### config.mk
export PLATFORM = sky130hd
export DESIGN_NAME = bus_slave_rx
export DESIGN_NICKNAME = d
export VERILOG_FILES = /design/src/rtl/bus_slave_rx.sv
export SDC_FILE = /design/constraint.sdc
export NUM_CORES = 1
export LEC_CHECK = 0
export BUFFER_PORTS_ARGS = -buffer_cell sky130_fd_sc_hd__buf_2
export CORE_ASPECT_RATIO = 0.75
export CORE_MARGIN = 8
export CORE_UTILIZATION = 40
export DETAILED_ROUTE_END_ITERATION = 7
export GPL_ROUTABILITY_DRIVEN = 0
export PLACE_DENSITY = 0.59
export SLEW_MARGIN = 20
export SYNTH_ARGS = -nofsm -noshare
export SYNTH_HDL_FRONTEND = slang
export SYNTH_SLANG_ARGS = --single-unit
### constraint.sdc
create_clock -name clk -period 6.1 [get_ports clk]
set_input_delay 0.305 -clock clk [delete_from_list [all_inputs] [get_ports clk]]
set_output_delay 0.305 -clock clk [all_outputs]
set_load 0.05 [all_outputs]
### src/rtl/bus_slave_rx.sv
// Slave endpoint of the 24-bit valid/ready bus: frames are staged in a FIFO and released to the
// reader only after their checksum verifies. Optional SEQ tracking: define BUS_RX_SEQ_CHECK_EN.
module bus_slave_rx #(
  parameter int DEPTH = 16,
  parameter int AW    = 4,
  parameter int CNT_W = 16
) (
  input  logic             clk,
  input  logic             RST,
  input  logic             bus_valid,
  input  logic [23:0]      bus_data,
  output logic             slave_ready,
  input  logic             rd_en,
  output logic [23:0]      rd_data,
  output logic             rd_vld,
  output logic             rd_empty,
  output logic             frame_ok,
  output logic             frame_err,
`ifdef BUS_RX_SEQ_CHECK_EN
  output logic             seq_err,
`endif
  output logic [CNT_W-1:0] ok_cnt,
  output logic [CNT_W-1:0] err_cnt
);

  typedef enum logic [1:0] {HUNT, PAYLOAD, DROP, CHECK} state_t;

  localparam logic [AW:0]      FULL_FILL = (AW+1)'(DEPTH);
  localparam logic [AW:0]      PTR_ONE   = (AW+1)'(1);
  localparam logic [CNT_W-1:0] CNT_ONE   = CNT_W'(1);

  state_t      state, state_nxt;
  logic [23:0] mem [DEPTH];
  logic [AW:0] wr_ptr, cm_ptr, rd_ptr;
  logic [23:0] sum;
  logic [7:0]  remaining;
  logic [7:0]  hdr_len;
  logic        hdr_valid, len_fits, accept, pop;
  logic        load_frame, count, wr_en, commit, rollback, ok_pulse, err_pulse;

  assign hdr_len   = bus_data[15:8];
  assign hdr_valid = (bus_data[23:16] == 8'hA5) && (hdr_len != 8'd0);
  assign len_fits  = int'(hdr_len) <= DEPTH;
  assign rd_empty  = (cm_ptr == rd_ptr);
  assign accept    = bus_valid && slave_ready;
  assign pop       = rd_en && !rd_empty;

  // The checksum and dropped words need no storage, so those phases never back-pressure.
  always_comb begin
    slave_ready = (wr_ptr - rd_ptr) != FULL_FILL;
    if (state == DROP || state == CHECK) slave_ready = 1'b1;
  end

  always_ff @(posedge clk) begin
    if (RST) state <= HUNT;
    else     state <= state_nxt;
  end

  always_comb begin
    state_nxt  = state;
    load_frame = 1'b0;
    count      = 1'b0;
    wr_en      = 1'b0;
    commit     = 1'b0;
    rollback   = 1'b0;
    ok_pulse   = 1'b0;
    err_pulse  = 1'b0;
    case (state)
      HUNT: begin
        if (accept && hdr_valid) begin
          load_frame = 1'b1;
          state_nxt  = len_fits ? PAYLOAD : DROP;
        end
      end
      PAYLOAD: begin
        if (accept) begin
          wr_en = 1'b1;
          count = 1'b1;
          if (remaining == 8'd1) state_nxt = CHECK;
        end
      end
      DROP: begin
        if (accept) begin
          count = 1'b1;
          if (remaining == 8'd1) begin
            err_pulse = 1'b1;
            state_nxt = HUNT;
          end
        end
      end
      CHECK: begin
        if (accept) begin
          if (bus_data == sum) begin
            commit   = 1'b1;
            ok_pulse = 1'b1;
          end else begin
            rollback  = 1'b1;
            err_pulse = 1'b1;
          end
          state_nxt = HUNT;
        end
      end
      default: state_nxt = HUNT;
    endcase
  end

  always_ff @(posedge clk) begin
    if (wr_en) mem[wr_ptr[AW-1:0]] <= bus_data;
  end

  // A rejected frame rewinds the speculative pointer; a good one publishes it to the reader.
  always_ff @(posedge clk) begin
    if (RST) begin
      wr_ptr    <= '0;
      cm_ptr    <= '0;
      rd_ptr    <= '0;
      sum       <= '0;
      remaining <= '0;
      ok_cnt    <= '0;
      err_cnt   <= '0;
      rd_data   <= '0;
      rd_vld    <= 1'b0;
      frame_ok  <= 1'b0;
      frame_err <= 1'b0;
    end else begin
      if (load_frame) begin
        remaining <= hdr_len;
        sum       <= '0;
      end else if (count) begin
        remaining <= remaining - 8'd1;
      end
      if (wr_en) begin
        wr_ptr <= wr_ptr + PTR_ONE;
        sum    <= sum + bus_data;
      end
      if (rollback) wr_ptr <= cm_ptr;
      if (commit)   cm_ptr <= wr_ptr;
      frame_ok  <= ok_pulse;
      frame_err <= err_pulse;
      if (ok_pulse && ok_cnt != '1)   ok_cnt  <= ok_cnt + CNT_ONE;
      if (err_pulse && err_cnt != '1) err_cnt <= err_cnt + CNT_ONE;
      rd_vld <= pop;
      if (pop) begin
        rd_data <= mem[rd_ptr[AW-1:0]];
        rd_ptr  <= rd_ptr + PTR_ONE;
      end
    end
  end

`ifdef BUS_RX_SEQ_CHECK_EN
  logic [7:0] exp_seq;

  // Only headers that open a stored frame take part in sequence tracking.
  always_ff @(posedge clk) begin
    if (RST) begin
      exp_seq <= '0;
      seq_err <= 1'b0;
    end else begin
      seq_err <= 1'b0;
      if (load_frame && len_fits) begin
        seq_err <= (bus_data[7:0] != exp_seq);
        exp_seq <= bus_data[7:0] + 8'd1;
      end
    end
  end
`endif

endmodule
==> results.py <==
metrics = {
    "synth": {
        "postSynthAreaPerCell_um2": 15.9,
        "yosys_warnings": 0,
        "yosysTopAreaCell": "edfxtp_1",
        "synth-seq-cells": 492,
        "syn_inst": 1279,
        "synth_edf_count": 384,
        "synth_ff_type": "edfxtp_1",
        "netlist_area_mm2": 0.0204,
        "synth_nets": 1348,
        "synth_area_leaders": "edfxtp_1 (57%), mux4_2 (13%), dfxtp_1 (11%), ha_1 (2.5%), nand2_1 (1.8%)",
        "ys_seq_area_share_pct": 67.2,
        "synth_top_area_share_pct": 56.6,
        "synthArstFlopShare_pct": 0,
        "yosys.cell_types.count": 64,
    },
    "final_layout": {
        "multi_input_area_mm2": 0.00646,
        "drive_gt1_share_pct": 23.5,
        "diodes": 0,
        "fillerInstances": 4330,
        "nets": 1440,
        "stdcell_area_mm2": 0.0232,
        "seq_area_mm2": 0.0137,
        "fin_util_pct": 46.3,
        "syn2layout_area_growth_pct": 14.0,
    },
    "critical_path": {
        "worst_setup_path_end_kind": "flip-flop",
        "worstSetupPathType": "flip-flop to flip-flop",
        "cp_max_fo": 28,
        "cp.required_ns": 6.60,
        "worst_setup_path_start_kind": "flip-flop",
        "critPathArrivalTime_ns": 4.51,
    },
    "timing": {
        "fmax_ghz": 0.249,
        "relSlewSlack_pct": 32.6,
        "slew_violations": 0,
        "period_share_pct": 65.8,
        "finalSetupViolCount": 0,
        "hold_viol_final": 0,
        "period_minus_slack_ns": 4.02,
        "rsz0062_at_grt": "no",
        "setup_tns_ns": 0,
        "skew_ns": 0.0204,
        "worst_slew_pin_slew_ns": 1.01,
    },
    "drt": {
        "drt_iter0_markers": 957,
        "viasPerCell": 5.53,
        "ant_nets": 0,
        "drt-total-wl_mm": 47.1,
        "vias": 11431,
        "drt_first_pass_iters": 5,
        "drc": 0,
        "drt-wirelength-per-cell_um": 22.8,
    },
    "clock_tree": {
        "post-cts-setup-buffers": 0,
        "ctsHoldBuffers": 0,
        "root_buffer": "clkbuf_16",
        "tritoncts": "built",
        "cts_made_buffers": 49,
        "clock_path_buffers": 3,
        "h-tree-depth": 2,
        "cts.reportedPaths.clkPinSlew_ns": 0.06,
        "clock_sinks": 492,
        "cts_repair_resize_count": 0,
        "insertion_delay_ns": 0.60,
    },
    "global_routing": {
        "grtUsageMet3_pct": 2.92,
        "grt_max_degree": 70,
        "antenna_found_initial": 0,
        "grt_usage_pct": 16.2,
        "grtUsageMet1_pct": 23.7,
        "busiest_layer": "met2",
        "use_met2_pct": 25.0,
        "grt_overflow": 0,
        "grt_first_pass_wirelength_mm": 72.7,
        "grt_pass1_vias": 11673,
    },
    "floorplan": {
        "initial_core_util_pct": 40.6,
        "rows": 71,
        "core_area_mm2": 0.0502,
        "design.portCount": 89,
        "dieArea_mm2": 0.0585,
        "die_w_um": 277,
        "chipHeight_um": 211,
    },
    "worst_hold_path": {
        "hold_class": "input pin to flip-flop",
    },
    "place": {
        "port_buffers": 88,
        "place_area_mm2": 0.0216,
        "hpwlAfterDp_mm": 28.5,
    },
    "pwr": {
        "vdd_drop_max_mv": 0.182,
        "power_density_mw_per_mm2": 311,
        "leakagePower_nw": 7.57,
    },
    "job": {
        "maxCapViolations": 0,
    },
    "status": {
        "status": "completed",
    },
}
[per-stage QoR]
step	std cells	power [mW]	hold slack (ns)	setup WS (ns)
2_1_floorplan	1279	4.13	0.404	1.29
3_3_place_gp	1977	4.28	0.444	2.18
3_5_place_dp	1977	4.29	0.447	2.08
4_1_cts	2068	7.29	0.0888	2.10
5_1_grt	2068	7.50	0.111	1.74
6_report	2068	7.21	0.122	2.08
[registers in the layout, summed over array words and instances (netlist names)]
register,count
sum,24
frame_ok,1
mem,384
rd_vld,1
remaining,8
err_cnt,16
state,2
rd_ptr,5
rd_data,24
frame_err,1
cm_ptr,5
ok_cnt,16
wr_ptr,5
[placed cells by master, fill, tap and decap left out, types with 5 or more instances in the layout]
master,n
o31ai_1,5
a31oi_1,8
o21ai_0,21
edfxtp_1,384
nand2_1,100
nor2_1,75
clkbuf_1,13
a21oi_1,63
nor2_4,12
nor3_2,8
buf_4,14
dfxtp_1,105
a21o_1,10
nand3_1,26
mux4_2,120
nor4_1,11
ha_1,40
or3_1,13
xnor2_1,34
clkbuf_8,5
a211oi_1,17
clkinv_1,7
clkinv_2,6
xor2_1,23
mux2i_1,5
buf_2,87
o21a_1,8
clkbuf_16,49
inv_1,26
nor3_1,24
nand4_1,10
[where the power goes]
group / total (mW) / switching (mW) / leakage [nW] / internal (mW)
clock network: 2.99 / 1.30 / 0.769 / 1.69
registers: 3.72 / 0.0456 / 4.32 / 3.68
logic: 0.500 / 0.300 / 2.48 / 0.200
[per-layer routing]
layer  part of all wire [%]  wire length (um)
met5                      0                 0
met4                    1.6               734
met3                    5.2              2470
met2                     45             21100
met1                     48             22800
[final timing paths]
check | startpoint | end | slack [ns] | depth (start not counted)
worst min register to register | rd_data[23] | rd_data[23] | 0.45 | 2
worst min-delay path | bus_data[2] | mem[9][2] | 0.12 | 1
worst max register to register | rd_ptr[2] | wr_ptr[4] | 2.08 | 11
worst max-delay path | rd_ptr[2] | wr_ptr[4] | 2.08 | 11
[logic make-up (layout without fill, tap and decap cells)]
kind of cell,Yosys count,count (layout),synth area share (%)
flip-flops,492,492,67.2
AND/OR/NAND/NOR,323,323,7.83
AO/OA/AOI/OAI,154,154,4.80
multiplexers,125,125,13.5
buffers and inverters,87,219,1.65
XOR/XNOR,57,57,2.45
adder cells (fa/ha/maj),41,41,2.55
[cell type report]
class                      instances  share of cell area, %
clock inverter                    24                   1.09
tap                              657                   3.54
clock buffer                      67                   5.79
multi-input combinational        700                   27.8
inverter                          27                  0.436
timing repair buffer             101                   2.33
sequential                       492                   59.0
[critical path: stages, from the launching register on]
cell and delay [ns]:
dfxtp_2 0.99, inv_1 0.19, ha_1 0.24, nor3b_1 0.23, xnor2_1 0.21, o41ai_2 0.18, nor2_1 0.12, buf_4 0.30
nand2_1 0.30, nor2_4 0.76, xnor2_1 0.13, a211oi_1 0.24
[cell usage after synthesis, types with 4 or more instances]
library cell / number
ha_1: 40
a21o_1: 10
buf_2: 7
mux4_2: 120
o31ai_1: 5
clkbuf_1: 37
edfxtp_1: 384
nand3_1: 26
inv_1: 26
xor2_1: 23
o21ai_1: 4
a211oi_1: 17
dfxtp_1: 108
or3_1: 13
nand2_1: 100
nand2b_1: 4
nand4_1: 10
nor3_2: 4
nor3_1: 28
or2_2: 4
a21oi_1: 63
a31oi_1: 8
nor4_1: 11
xnor2_1: 34
and3_1: 4
o21a_1: 8
mux2i_1: 5
nor2b_1: 4
nor2_1: 87
o21ai_0: 21
buf_1: 16
No activity file was read; power rests on OpenSTA's default activity.
